===== src/rtl/switch_log_writer.sv =====
// Port-B bus master that debounces the switch inputs and appends each accepted
// change as {seq, value} to a circular buffer in data memory for the CPU to poll.
module switch_log_writer #(
    parameter int                    DATA_WIDTH = 16,
    parameter int                    ADDR_WIDTH = 16,
    parameter logic [ADDR_WIDTH-1:0] BUF_BASE   = 16'h6000,
    parameter int                    PTR_WIDTH  = 4,
    parameter int                    DEBOUNCE   = 4
) (
    input  logic                  clk,
    input  logic                  reset,
    input  logic [7:0]            switches,
    input  logic                  enable,
    input  logic [PTR_WIDTH-1:0]  tail_ptr,
    input  logic                  clr_overflow,
    output logic [ADDR_WIDTH-1:0] address_b,
    output logic [DATA_WIDTH-1:0] data_b,
    output logic                  wren_b,
    output logic [PTR_WIDTH-1:0]  head_ptr,
    output logic [PTR_WIDTH-1:0]  count,
    output logic                  full,
    output logic                  overflow
);

    localparam int CW = (DEBOUNCE > 1) ? $clog2(DEBOUNCE) : 1;
    localparam logic [CW-1:0] DEB_LAST = CW'(DEBOUNCE - 1);

    typedef enum logic [1:0] {IDLE, WATCH, WRITE} state_t;

    state_t         state, state_next;
    logic [7:0]     sync1, sync2, sync3;
    logic [7:0]     accepted;
    logic [7:0]     pend_val;
    logic [7:0]     evt_val;
    logic [7:0]     seq;
    logic [CW-1:0]  deb_cnt;
    logic           pend, pend_next;
    logic           stable_diff, accept_now;
    logic           evt_valid, do_write, do_drop;

    assign stable_diff = (sync2 == sync3) && (sync2 != accepted);
    assign accept_now  = stable_diff && (deb_cnt == DEB_LAST) && (state != IDLE);

    assign count = head_ptr - tail_ptr;
    assign full  = (head_ptr + PTR_WIDTH'(1)) == tail_ptr;

    // An event accepted during WRITE is parked in pend and served from WATCH.
    always_comb begin
        state_next = state;
        pend_next  = pend;
        do_write   = 1'b0;
        do_drop    = 1'b0;
        evt_valid  = pend | accept_now;
        evt_val    = pend ? pend_val : sync2;
        case (state)
            IDLE: begin
                pend_next = 1'b0;
                if (enable) state_next = WATCH;
            end
            WATCH: begin
                if (!enable) begin
                    state_next = IDLE;
                    pend_next  = 1'b0;
                end else begin
                    pend_next = pend & accept_now;
                    if (evt_valid) begin
                        if (full) begin
                            do_drop = 1'b1;
                        end else begin
                            do_write   = 1'b1;
                            state_next = WRITE;
                        end
                    end
                end
            end
            WRITE: begin
                state_next = enable ? WATCH : IDLE;
                pend_next  = enable & (pend | accept_now);
            end
            default: state_next = IDLE;
        endcase
    end

    always_ff @(posedge clk) begin
        if (!reset) begin
            state     <= IDLE;
            sync1     <= '0;
            sync2     <= '0;
            sync3     <= '0;
            accepted  <= '0;
            deb_cnt   <= '0;
            pend      <= 1'b0;
            pend_val  <= '0;
            seq       <= '0;
            head_ptr  <= '0;
            overflow  <= 1'b0;
            wren_b    <= 1'b0;
            address_b <= BUF_BASE;
            data_b    <= '0;
        end else begin
            state <= state_next;
            pend  <= pend_next;
            sync1 <= switches;
            sync2 <= sync1;
            sync3 <= sync2;

            if (pend_next && accept_now) pend_val <= sync2;

            if (state == IDLE || !stable_diff || accept_now || (state == WATCH && !enable))
                deb_cnt <= '0;
            else
                deb_cnt <= deb_cnt + CW'(1);

            // Entering WATCH takes the current switch word as baseline, not as a change.
            if ((state == IDLE && enable) || accept_now) accepted <= sync2;

            wren_b <= do_write;
            if (do_write) begin
                address_b <= BUF_BASE + ADDR_WIDTH'(head_ptr);
                data_b    <= DATA_WIDTH'({seq + 8'd1, evt_val});
            end
            if (do_write || do_drop) seq <= seq + 8'd1;
            if (state == WRITE) head_ptr <= head_ptr + PTR_WIDTH'(1);

            if (do_drop)
                overflow <= 1'b1;
            else if (clr_overflow)
                overflow <= 1'b0;
        end
    end

endmodule

===== config.mk =====
export PLATFORM = sky130hd
export DESIGN_NAME = switch_log_writer
export DESIGN_NICKNAME = d
export VERILOG_FILES = /design/src/rtl/switch_log_writer.sv
export SDC_FILE = /design/constraint.sdc
export NUM_CORES = 1
export LEC_CHECK = 0
export CORE_ASPECT_RATIO = 1.25
export CORE_MARGIN = 5
export CORE_UTILIZATION = 55
export CTS_BUF_LIST = sky130_fd_sc_hd__clkbuf_2 sky130_fd_sc_hd__clkbuf_4 sky130_fd_sc_hd__clkbuf_8
export DETAILED_ROUTE_END_ITERATION = 6
export PLACE_DENSITY = 0.88
export SYNTH_ARGS = -nofsm -noshare
export SYNTH_HDL_FRONTEND = slang
export SYNTH_SLANG_ARGS = --single-unit
export TNS_END_PERCENT = 1

===== constraint.sdc =====
create_clock -name clk -period 2.7 [get_ports clk]
set_clock_uncertainty 0.05 [all_clocks]
set_input_delay 0.405 -clock clk [delete_from_list [all_inputs] [get_ports clk]]
set_output_delay 0.405 -clock clk [all_outputs]
set_load 0.05 [all_outputs]

# Yosys cells after proc, flatten, opt, wreduce, memory -nomap -nowiden
# Index checks and enable logic that the tools add are counted.
# word_totals
inputBits	16
register_bits	91
elab_cells	69
out_inout_bits	43
# op_classes
n_addsub	5
n_reduce_logical	18
n_eq_ne	9
mux	19
bitwise	4
# ops
operator	count
$add A15 B4 Y16 const A	1
$mux W1	12
$add A8 B1 Y8 const B	1
$eq A8 B8 Y1	1
$mux W2	4
$mux W8	1
$ne A8 B8 Y1	1
$logic_and A1 B1 Y1	6
$ne A3 B3 Y1 const B	2
$pmux W2 S3	1
$logic_or A1 B1 Y1	5
$add A4 B1 Y4 const B	1
$eq A2 B2 Y1 const B	2
$eq A4 B4 Y1	1
$reduce_bool A2 Y1	2
$sub A4 B4 Y4	1
$pmux W1 S3	1
$reduce_and A3 Y1	1
$add A2 B1 Y2 const B	1
$and A1 B1 Y1	2
$eq A2 B1 Y1 const B	1
$logic_not A1 Y1	2
$logic_not A2 Y1	1
$ne A2 B2 Y1 const B	1
3 further kinds	3

# Logic depth before layout (Yosys ltp)
# Gate-level depths: netlist (run 1).
# logic_depth
ltp_word	9
mapped_depth	8
ltp_nobuf	8

# Worst setup path after synthesis (run 1)
# No wires, ideal clock.
# synth_path
kind	register to output
startpoint	register head_ptr[0]
endpoint	output port count[2]
path_buffers	0
required_ns	2.245
path_stages_with_launch	5
slack_ns	0.005
arrival_time_ns	2.240
cell_sequence	dfxtp_1 -> inv_1 -> ha_1 -> fa_1 -> xnor2_1
# synth_via
elab_chain_len	1
# synth_lines
item	line	rtl
start, declared	19	output logic [PTR_WIDTH-1:0] head_ptr,
start signal, assigned	123	if (state == WRITE) head_ptr <= head_ptr + PTR_WIDTH'(1);
$sub A4 B4 Y4	44	assign count = head_ptr - tail_ptr;
end, declared	20	output logic [PTR_WIDTH-1:0] count,
# Every way passes these cells.

# Worst setup path in the final report (run 1)
# layout_path
startpoint	register head_ptr[0]
endpoint	output port full
# layout_via
elab_chain_len	2
# layout_lines
item	line	rtl
$add A4 B1 Y4	45	assign full = (head_ptr + PTR_WIDTH'(1)) == tail_ptr;
$eq A4 B4 Y1	45	
end, declared	21	output logic full,
# Every way passes these cells.

==> impl_metrics.py, run 1 <==
metrics = {
    "finish": {
        "final_cell_area_excluding_filler_cells_um2": 4200,
        "area.growth.synth_to_final_pct": 20.8,
        "num-nets-final": 430,
        "n_antenna_cell": 0,
        "drive_above_1_share_pct": 9.80,
        "layout.area.seq_um2": 1580,
        "finalCoreUtilization_pct": 68.1,
        "layout.cells.most_common": "dfxtp_1",
        "fill_cells": 486,
        "multi_input_comb_area_um2": 1700,
        "layoutNonFillerInstCount": 493,
        "mostFrequentLayoutCells": "dfxtp_1 (78), clkdlybuf4s50_1 (41), a21oi_1 (33)",
    },
    "floorplanning": {
        "boundaryPins": 59,
        "chipWidth_um": 81.1,
        "dieArea_um2": 8020,
        "floorplan.initialDensity_pct": 56.4,
        "placement_rows": 32,
        "die_height_um": 98.9,
        "design.core.area_um2": 6170,
    },
    "timing": {
        "fin_worst_hold_slack_ps": 375,
        "final-hold-violation-count": 0,
        "max_slew_margin_pct": 61.7,
        "fmaxAchievable_mhz": 389,
        "period_minus_slack_ps": 2570,
        "final_min_period_over_clock_period_pct": 95.2,
        "post-route-worst-setup-slack_ps": 129,
        "tightestPinTransition_ps": 573,
        "slew_violations": 0,
        "finalSetupTns_ps": 0,
        "rsz_0062_raised_after_global_routing": "no",
        "setup_violations": 0,
    },
    "place": {
        "detailedPlacementHpwl_um": 4600,
        "placement.setup.worst_slack_ps": 148,
        "numPortBuffers": 46,
        "place.gp.congestion": 0.816,
        "dpl-instance-area_um2": 3990,
        "placedCellCount": 477,
    },
    "power": {
        "switching_share_of_power_pct": 24.9,
        "seq_power_share_pct": 51.4,
        "power.combinational.fraction_pct": 10.6,
        "cell_internal_pwr_mw": 1.76,
        "pwr-share-clk_pct": 38.0,
        "cellPowerDensity_nw_per_um2": 558,
        "total_power_mw": 2.34,
        "net_switching_power_uw": 583,
        "worst_ir_drop_vdd_mv": 0.439,
        "p_leak_nw": 1.65,
    },
    "route": {
        "detailroute.via_count": 2589,
        "drt_pre_antenna_iters": 5,
        "wl_per_cell_um": 12.8,
        "drtIter0Drc": 82,
        "routed_wl_um": 6330,
        "antenna_violating_nets_left": 0,
        "drt_drc_violations_left": 0,
        "drt-vias-per-instance": 5.25,
    },
    "hold_path": {
        "worst_hold_depth": 1,
        "worstHoldStart": "deb_cnt[0]$_SDFF_PP0_",
        "min_to": "deb_cnt[0]$_SDFF_PP0_",
        "worstHoldPathType": "reg -> reg",
    },
    "clock_tree": {
        "cts_sinks": 79,
        "cts_made_buffers": 9,
        "cts.clk_slew.worst_paths_ps": 80,
        "cts_hold_repair.buffers": 0,
        "max-clock-path-buffers": 2,
        "clk_latency_ps": 360,
        "cts_setup_buffers": 0,
        "tritoncts": "built",
        "cell_chosen_for_the_clock_root": "clkbuf_8",
        "ctsHtreeMaxLevel": 3,
    },
    "logic_synthesis": {
        "synth.lib_cells_used.distinct": 42,
        "yosys_register_bits": 79,
        "yosysWarningCount": 0,
        "ys.flop_type": "dfxtp_1",
        "synth.cell_area_um2": 3470,
        "synth.largest_area_cell": "dfxtp_1",
        "synth_top_area_cells": "dfxtp_1 (46%), mux2i_1 (7.5%), a21oi_1 (4.8%)",
        "synth-edff-count": 0,
        "synth_seq_area_share_pct": 45.5,
        "async_flop_share_pct": 0,
        "synth_cells": 359,
        "synth_largest_type_area_fraction_pct": 45.5,
        "mean_area_per_synthesized_cell_um2": 9.68,
    },
    "global_routing": {
        "overflow": 0,
        "met1_resource_use_gr_pct": 18.6,
        "first_global_vias": 2394,
        "grt_start_max_net_pins": 47,
        "grt_first_pass_wirelength_um": 10500,
        "antenna_found_initial": 0,
        "grt_most_used_layer": "met2",
        "globalRouteMet2Util_pct": 28.8,
        "globalRouteMet3Util_pct": 4.20,
        "global_route.usage.total_pct": 16.7,
    },
    "critical_path": {
        "crit_path_start_kind": "flip-flop",
        "setup.reg_to_reg.worst_slack_ps": 320,
        "origin_of_the_critical_flop_to_flop_path": "state[1]$_SDFFE_PN0P_",
        "critical_path.startpoint": "head_ptr[0]$_SDFFE_PN0N_",
        "critPathMaxFanout": 7,
        "path_class": "reg -> out",
        "timing.critical_path.required_ps": 2250,
        "worstRegToRegCells": 6,
        "rr_endpoint": "data_b[3]$_SDFFE_PN0P_",
        "critPathArrivalTime_ps": 2120,
        "critPathCaptureType": "primary output",
    },
    "flow_run": {
        "maxCapViolCount": 0,
    },
    "outcome": {
        "outcome": "finished, final reports clean",
    },
}
[how the worst max path moves through the flow]
stage,depth (start not counted),to
finish,5,full
global route,5,full
CTS,5,full
detailed placement,7,count[3]
global placement,7,count[3]
floorplan,4,count[2]
[cells by family after synthesis]
family                     Yosys count  synth area share (%)
xor gates and xnor gates            33                  8.53
buffers and inverters               43                  6.59
and+or+nand+nor                     96                  15.3
muxes                               26                  7.49
adders and majority gates           11                  4.18
other                                2                 0.216
AOI/OAI and AO/OA                   69                  12.2
DFF                                 79                  45.5
[synthesized netlist by cell type, drive strengths merged (9+ instances only)]
cell    instances
inv            13
a211oi         14
o21ai          12
and2           26
clkbuf         10
xor2           17
a21oi          33
ha             10
nor2           25
dfxtp          79
nand2           9
nand3          12
xnor2          16
mux2i          26
buf            20
[worst max-delay path, stage by stage, from the launching register on]
cell	delay, ps
dfxtp_1	470
ha_1	310
xor2_1	170
or4_4	490
inv_2	160
buf_12	160
[flip-flops by register name, summed over array words and instances (netlist names), 2 cells and up]
register	flops
state	2
address_b	4
data_b	16
deb_cnt	2
sync3	8
sync1	8
head_ptr	4
accepted	8
sync2	8
seq	8
pend_val	8
[what timing repair did]
action,4_1_cts,5_1_grt
gates resized for setup,0,1
endpoints found under the hold margin,0,0
endpoints found under the setup margin,0,1
[layer usage]
metal,part of all wire [%],up-vias
li1,-,1295
met1,40,1208
met2,51,74
met3,6.3,12
met4,1.8,0
met5,0,-
[final cells by class]
| class | instances | area share [%] |
|---|---|---|
| Multi-Input combinational cell | 247 | 40.5 |
| Sequential cell | 79 | 37.7 |
| Timing Repair Buffer | 53 | 13.1 |
| Clock buffer | 11 | 3.61 |
| Tap cell | 85 | 2.53 |
| Clock inverter | 5 | 1.34 |
| Inverter | 13 | 1.16 |
[power groups by stage]
| stage | registers [mW] | logic, mW | clock network, mW |
|---|---|---|---|
| after floorplan | 1.23 | 0.190 | 0 |
| after global placement | 1.23 | 0.245 | 0 |
| after detailed placement | 1.23 | 0.250 | 0 |
| after CTS | 1.20 | 0.251 | 0.913 |
| after global routing | 1.21 | 0.270 | 0.964 |
| final | 1.20 | 0.249 | 0.891 |
(Power assumes the default switching activity.)
==> run 2: changes to the inputs <==
- SETUP_SLACK_MARGIN: not set -> 0.02
==> impl_metrics.py, run 2 (synthesis gave the netlist of run 1 again) <==
metrics = {
    "outcome": {
        "outcome": "finished, final reports clean",
    },
    "route": {
        "drt_pre_antenna_iters": 4,
        "antenna_violating_nets_left": 0,
        "drtIter0Drc": 177,
        "drt_drc_violations_left": 0,
        "detailroute.via_count": 2623,
        "wl_per_cell_um": 13.7,
        "drt-vias-per-instance": 5.30,
        "routed_wl_um": 6800,
    },
    "hold_path": {
        "worstHoldStart": "deb_cnt[0]$_SDFF_PP0_",
        "min_to": "deb_cnt[0]$_SDFF_PP0_",
        "worstHoldPathType": "reg -> reg",
        "worst_hold_depth": 1,
    },
    "critical_path": {
        "setup.reg_to_reg.worst_slack_ps": 300,
        "critPathArrivalTime_ps": 2090,
        "rr_endpoint": "data_b[5]$_SDFFE_PN0P_",
        "critPathMaxFanout": 12,
        "timing.critical_path.slowest_stage_cell": "or4_4",
        "critical_path.startpoint": "head_ptr[0]$_SDFFE_PN0N_",
        "critPathCaptureType": "primary output",
        "path_class": "reg -> out",
        "crit_path_start_kind": "flip-flop",
        "worstPathCellList": "ha_1, xor2_1, or4_4, inv_2, buf_12",
        "cp_peak_stage_delay_ps": 490,
        "origin_of_the_critical_flop_to_flop_path": "state[1]$_SDFFE_PN0P_",
        "worstRegToRegCells": 6,
        "timing.critical_path.required_ps": 2250,
    },
    "finish": {
        "flip_flop_count_of_the_largest_register_all_copies_and_words_added": 16,
        "drive_above_1_share_pct": 10.5,
        "layout.cells.most_common": "dfxtp_1",
        "layoutNonFillerInstCount": 495,
        "area.growth.synth_to_final_pct": 21.9,
        "largest_reg_by_ff_count": "data_b",
        "mostFrequentLayoutCells": "dfxtp_1 (78), clkdlybuf4s50_1 (41), a21oi_1 (33)",
        "num-nets-final": 432,
        "n_antenna_cell": 0,
        "finalCoreUtilization_pct": 68.7,
    },
    "place": {
        "place.gp.congestion": 0.813,
        "numPortBuffers": 46,
        "detailedPlacementHpwl_um": 4740,
        "placement.setup.worst_slack_ps": 172,
        "placedCellCount": 479,
    },
    "timing": {
        "period_minus_slack_ps": 2540,
        "fmaxAchievable_mhz": 393,
        "tightestPinTransition_ps": 625,
        "post-route-worst-setup-slack_ps": 156,
        "setup_violations": 0,
        "final_min_period_over_clock_period_pct": 94.2,
        "finalSetupTns_ps": 0,
        "slew_violations": 0,
        "max_slew_margin_pct": 58.3,
        "final-hold-violation-count": 0,
        "rsz_0062_raised_after_global_routing": "no",
    },
    "clock_tree": {
        "cell_chosen_for_the_clock_root": "clkbuf_8",
        "cts_sinks": 79,
        "post_cts_resized": 0,
        "max-clock-path-buffers": 2,
        "cts.clk_slew.worst_paths_ps": 70,
        "ctsHtreeMaxLevel": 3,
        "cts_made_buffers": 9,
        "tritoncts": "built",
        "cts_setup_buffers": 0,
        "clk_latency_ps": 350,
        "cts_hold_repair.buffers": 0,
    },
    "floorplanning": {
        "die_height_um": 98.9,
        "boundaryPins": 59,
        "placement_rows": 32,
        "chipWidth_um": 81.1,
        "floorplan.initialDensity_pct": 56.4,
        "design.core.area_um2": 6170,
        "dieArea_um2": 8020,
    },
    "global_routing": {
        "first_global_vias": 2513,
        "global_route.usage.total_pct": 18.1,
        "grt_first_pass_wirelength_um": 11500,
        "grt_start_max_net_pins": 44,
        "overflow": 0,
        "antenna_found_initial": 0,
    },
    "power": {
        "total_power_mw": 2.42,
        "worst_ir_drop_vdd_mv": 0.547,
        "cellPowerDensity_nw_per_um2": 571,
        "p_leak_nw": 1.67,
    },
    "flow_run": {
        "maxCapViolCount": 0,
    },
}
## run 2: cell types whose count changed in the layout (fill, tap and decap cells not counted), sizes merged
cell | previous run | this run
clkbuf | 11 | 10
clkinv | 3 | 1
buf | 12 | 14
bufinv | 1 | 2
inv | 13 | 14
clkinvlp | 1 | 2
## run 2: area by class of cell
type | count | area [um^2]
fill | 472 | 1930
inverter | 13 | 48.8
clock buffer | 10 | 131
sequential | 79 | 1580
timing repair buffer | 55 | 566
tap | 85 | 106
clock inverter | 6 | 92.6
multi-input combinational | 247 | 1710
## run 2: metal layers
metal | vias to the layer above | part of all wire (%) | global-route usage [%]
met5 | - | 0 | 0
met3 | 8 | 5.7 | 4.66
met2 | 72 | 54 | 31.7
li1 | 1296 | - | -
met1 | 1247 | 39 | 20.6
met4 | 0 | 1.1 | 6.76
## run 2: report_power, final
group | internal [mW] | switching, mW
clock network | 0.535 | 0.426
logic | 0.102 | 0.154
registers | 1.19 | 0.0172
## run 2: worst max-delay path by stage
stage | slack [ps] | to | cells past startpoint
after floorplan | 90 | count[3] | 4
after global placement | 170 | full | 6
after detailed placement | 170 | count[3] | 7
after CTS | 60 | full | 5
after global routing | 30 | count[3] | 7
final | 160 | full | 5
## run 2: worst max-delay path, delay by kind of cell, from the launching register on
kind                       cells  cell delay (ps)
xor gates and xnor gates       1              170
adders and majority gates      1              340
buffers and inverters          2              370
DFF                            1              360
and+or+nand+nor                1              490
## run 2: through the flow
| stage | area (um^2) | hold slack (ps) |
|---|---|---|
| after CTS | 4240 | 387 |
| after detailed placement | 4010 | 368 |
| final | 4240 | 379 |
| after floorplan | 3520 | 348 |
| after global routing | 4240 | 394 |
| after global placement | 4010 | 356 |
==> run 3: changes to the inputs <==
- CORE_UTILIZATION: 55 -> 49
- PLACE_DENSITY: 0.88 -> 0.84
- clock period: 2.7 -> 2.3 ns (I/O delays scaled with it)
==> impl_metrics.py, run 3 (synthesis gave the netlist of run 1 again) <==
metrics = {
    "global_routing": {
        "overflow": 0,
        "first_global_vias": 2605,
        "antenna_found_initial": 0,
        "grt_first_pass_wirelength_um": 11500,
        "global_route.usage.total_pct": 15.7,
        "grt_start_max_net_pins": 31,
    },
    "floorplanning": {
        "floorplan.initialDensity_pct": 50.1,
        "placement_rows": 34,
        "design.core.area_um2": 6930,
        "dieArea_um2": 8890,
        "chipWidth_um": 85.3,
        "die_height_um": 104,
        "boundaryPins": 59,
    },
    "power": {
        "power.combinational.fraction_pct": 11.4,
        "seq_power_share_pct": 50.7,
        "worst_ir_drop_vdd_mv": 0.529,
        "switching_share_of_power_pct": 25.1,
        "net_switching_power_uw": 699,
        "cellPowerDensity_nw_per_um2": 640,
        "pwr-share-clk_pct": 37.9,
        "total_power_mw": 2.78,
        "p_leak_nw": 1.71,
        "cell_internal_pwr_mw": 2.08,
    },
    "route": {
        "drt-vias-per-instance": 5.14,
        "drt_drc_violations_left": 0,
        "antenna_violating_nets_left": 0,
        "drt_pre_antenna_iters": 4,
        "wl_per_cell_um": 13.3,
        "drtIter0Drc": 113,
        "detailroute.via_count": 2601,
        "routed_wl_um": 6730,
    },
    "timing": {
        "setup_violations": 0,
        "rsz_0062_raised_after_global_routing": "yes",
        "finalSetupTns_ps": 0,
        "slew_violations": 0,
        "tightestPinTransition_ps": 506,
        "final-hold-violation-count": 0,
        "period_minus_slack_ps": 2290,
        "final_min_period_over_clock_period_pct": 99.6,
        "fmaxAchievable_mhz": 437,
        "max_slew_margin_pct": 66.2,
    },
    "critical_path": {
        "rr_endpoint": "accepted[2]$_SDFFE_PN0P_",
        "origin_of_the_critical_flop_to_flop_path": "sync2[6]$_SDFF_PN0_",
        "critPathArrivalTime_ps": 1900,
        "path_class": "reg -> out",
        "timing.critical_path.required_ps": 1900,
        "critPathCaptureType": "primary output",
        "critPathMaxFanout": 8,
        "crit_path_start_kind": "flip-flop",
        "worstRegToRegCells": 8,
        "setup.reg_to_reg.worst_slack_ps": 160,
    },
    "finish": {
        "n_antenna_cell": 0,
        "mostFrequentLayoutCells": "dfxtp_1 (74), clkdlybuf4s50_1 (40), a21oi_1 (32)",
        "largest_reg_by_ff_count": "data_b",
        "final_cell_area_excluding_filler_cells_um2": 4350,
        "drive_above_1_share_pct": 13.7,
        "layoutNonFillerInstCount": 506,
        "flip_flop_count_of_the_largest_register_all_copies_and_words_added": 16,
        "area.growth.synth_to_final_pct": 25.2,
        "finalCoreUtilization_pct": 62.7,
        "layout.cells.most_common": "dfxtp_1",
        "num-nets-final": 438,
    },
    "place": {
        "place.gp.congestion": 0.782,
        "numPortBuffers": 46,
        "detailedPlacementHpwl_um": 4770,
        "placedCellCount": 487,
        "dpl-instance-area_um2": 4080,
    },
    "hold_path": {
        "worst_hold_depth": 1,
        "worstHoldPathType": "reg -> reg",
        "min_to": "deb_cnt[0]$_SDFF_PP0_",
        "worstHoldStart": "deb_cnt[0]$_SDFF_PP0_",
    },
    "clock_tree": {
        "cts.clk_slew.worst_paths_ps": 80,
        "tritoncts": "built",
        "cts_sinks": 79,
        "cts_made_buffers": 9,
        "cell_chosen_for_the_clock_root": "clkbuf_8",
        "max-clock-path-buffers": 2,
        "clk_latency_ps": 350,
        "ctsHtreeMaxLevel": 3,
        "cts_hold_repair.buffers": 0,
    },
    "flow_run": {
        "maxCapViolCount": 0,
    },
    "outcome": {
        "outcome": "finished, final reports clean",
    },
}
[run 3: changes by cell type in the layout (fill, tap and decap cells not counted), sizes merged]
cell           delta
dlygate4sd2       +1
bufinv            -1
clkinv            -1
clkdlybuf4s50     -1
clkbuf            +2
buf               +6
[run 3: stage by stage]
stage / setup WS [ps] / hold slack [ps]
2_1_floorplan: 34.4 / 348
3_3_place_gp: -35.7 / 357
3_5_place_dp: -73.1 / 365
4_1_cts: -1.00 / 377
5_1_grt: -59.7 / 395
6_report: 9.10 / 375
[run 3: power by group through the flow]
stage / combinational, mW / sequential (mW) / clock [mW]
final: 0.317 / 1.41 / 1.05
after global routing: 0.342 / 1.41 / 1.13
after CTS: 0.317 / 1.41 / 1.08
after detailed placement: 0.313 / 1.45 / 0
after global placement: 0.305 / 1.44 / 0
after floorplan: 0.227 / 1.44 / 0
[run 3: timing repair]
| action | 4_1_cts | 5_1_grt |
|---|---|---|
| setup buffers | 3 | 0 |
| gates resized for setup | 8 | 3 |
| pin swaps | 1 | 1 |
| endpoints found under the setup margin | 3 | 28 |
[run 3: worst max-delay path: stages (launching register included)]
cell and delay (ps):
dfxtp_4 410, ha_4 220, xor2_1 160, or4_4 520, inv_6 110, buf_12 140
[run 3: layout make-up]
class,count,area [um^2]
inverter,13,53.8
clock buffer,12,153
timing repair buffer,61,634
multi-input combinational,247,1750
fill,557,2580
clock inverter,4,53.8
tap,90,113
sequential,79,1590
[run 3: worst max path at each step]
stage,start,endpoint,slack [ps],cells past startpoint
floorplan,head_ptr[1]$_SDFFE_PN0N_,address_b[0]$_SDFFE_PN0P_,30,7
global placement,tail_ptr[3],full,-40,6
detailed placement,tail_ptr[3],data_b[13]$_SDFFE_PN0P_,-70,7
CTS,head_ptr[0]$_SDFFE_PN0N_,full,-1,5
global route,tail_ptr[1],count[3],-60,7
finish,head_ptr[1]$_SDFFE_PN0N_,full,9,5
[run 3: metal layers]
metal	GRT usage [%]	share of wire [%]	up-vias	wire, um
li1	-	-	1303	-
met5	0	0	-	0
met3	3.49	4.7	10	317
met4	6.67	1.5	0	104
met2	28.9	53	53	3590
met1	16.8	40	1235	2720
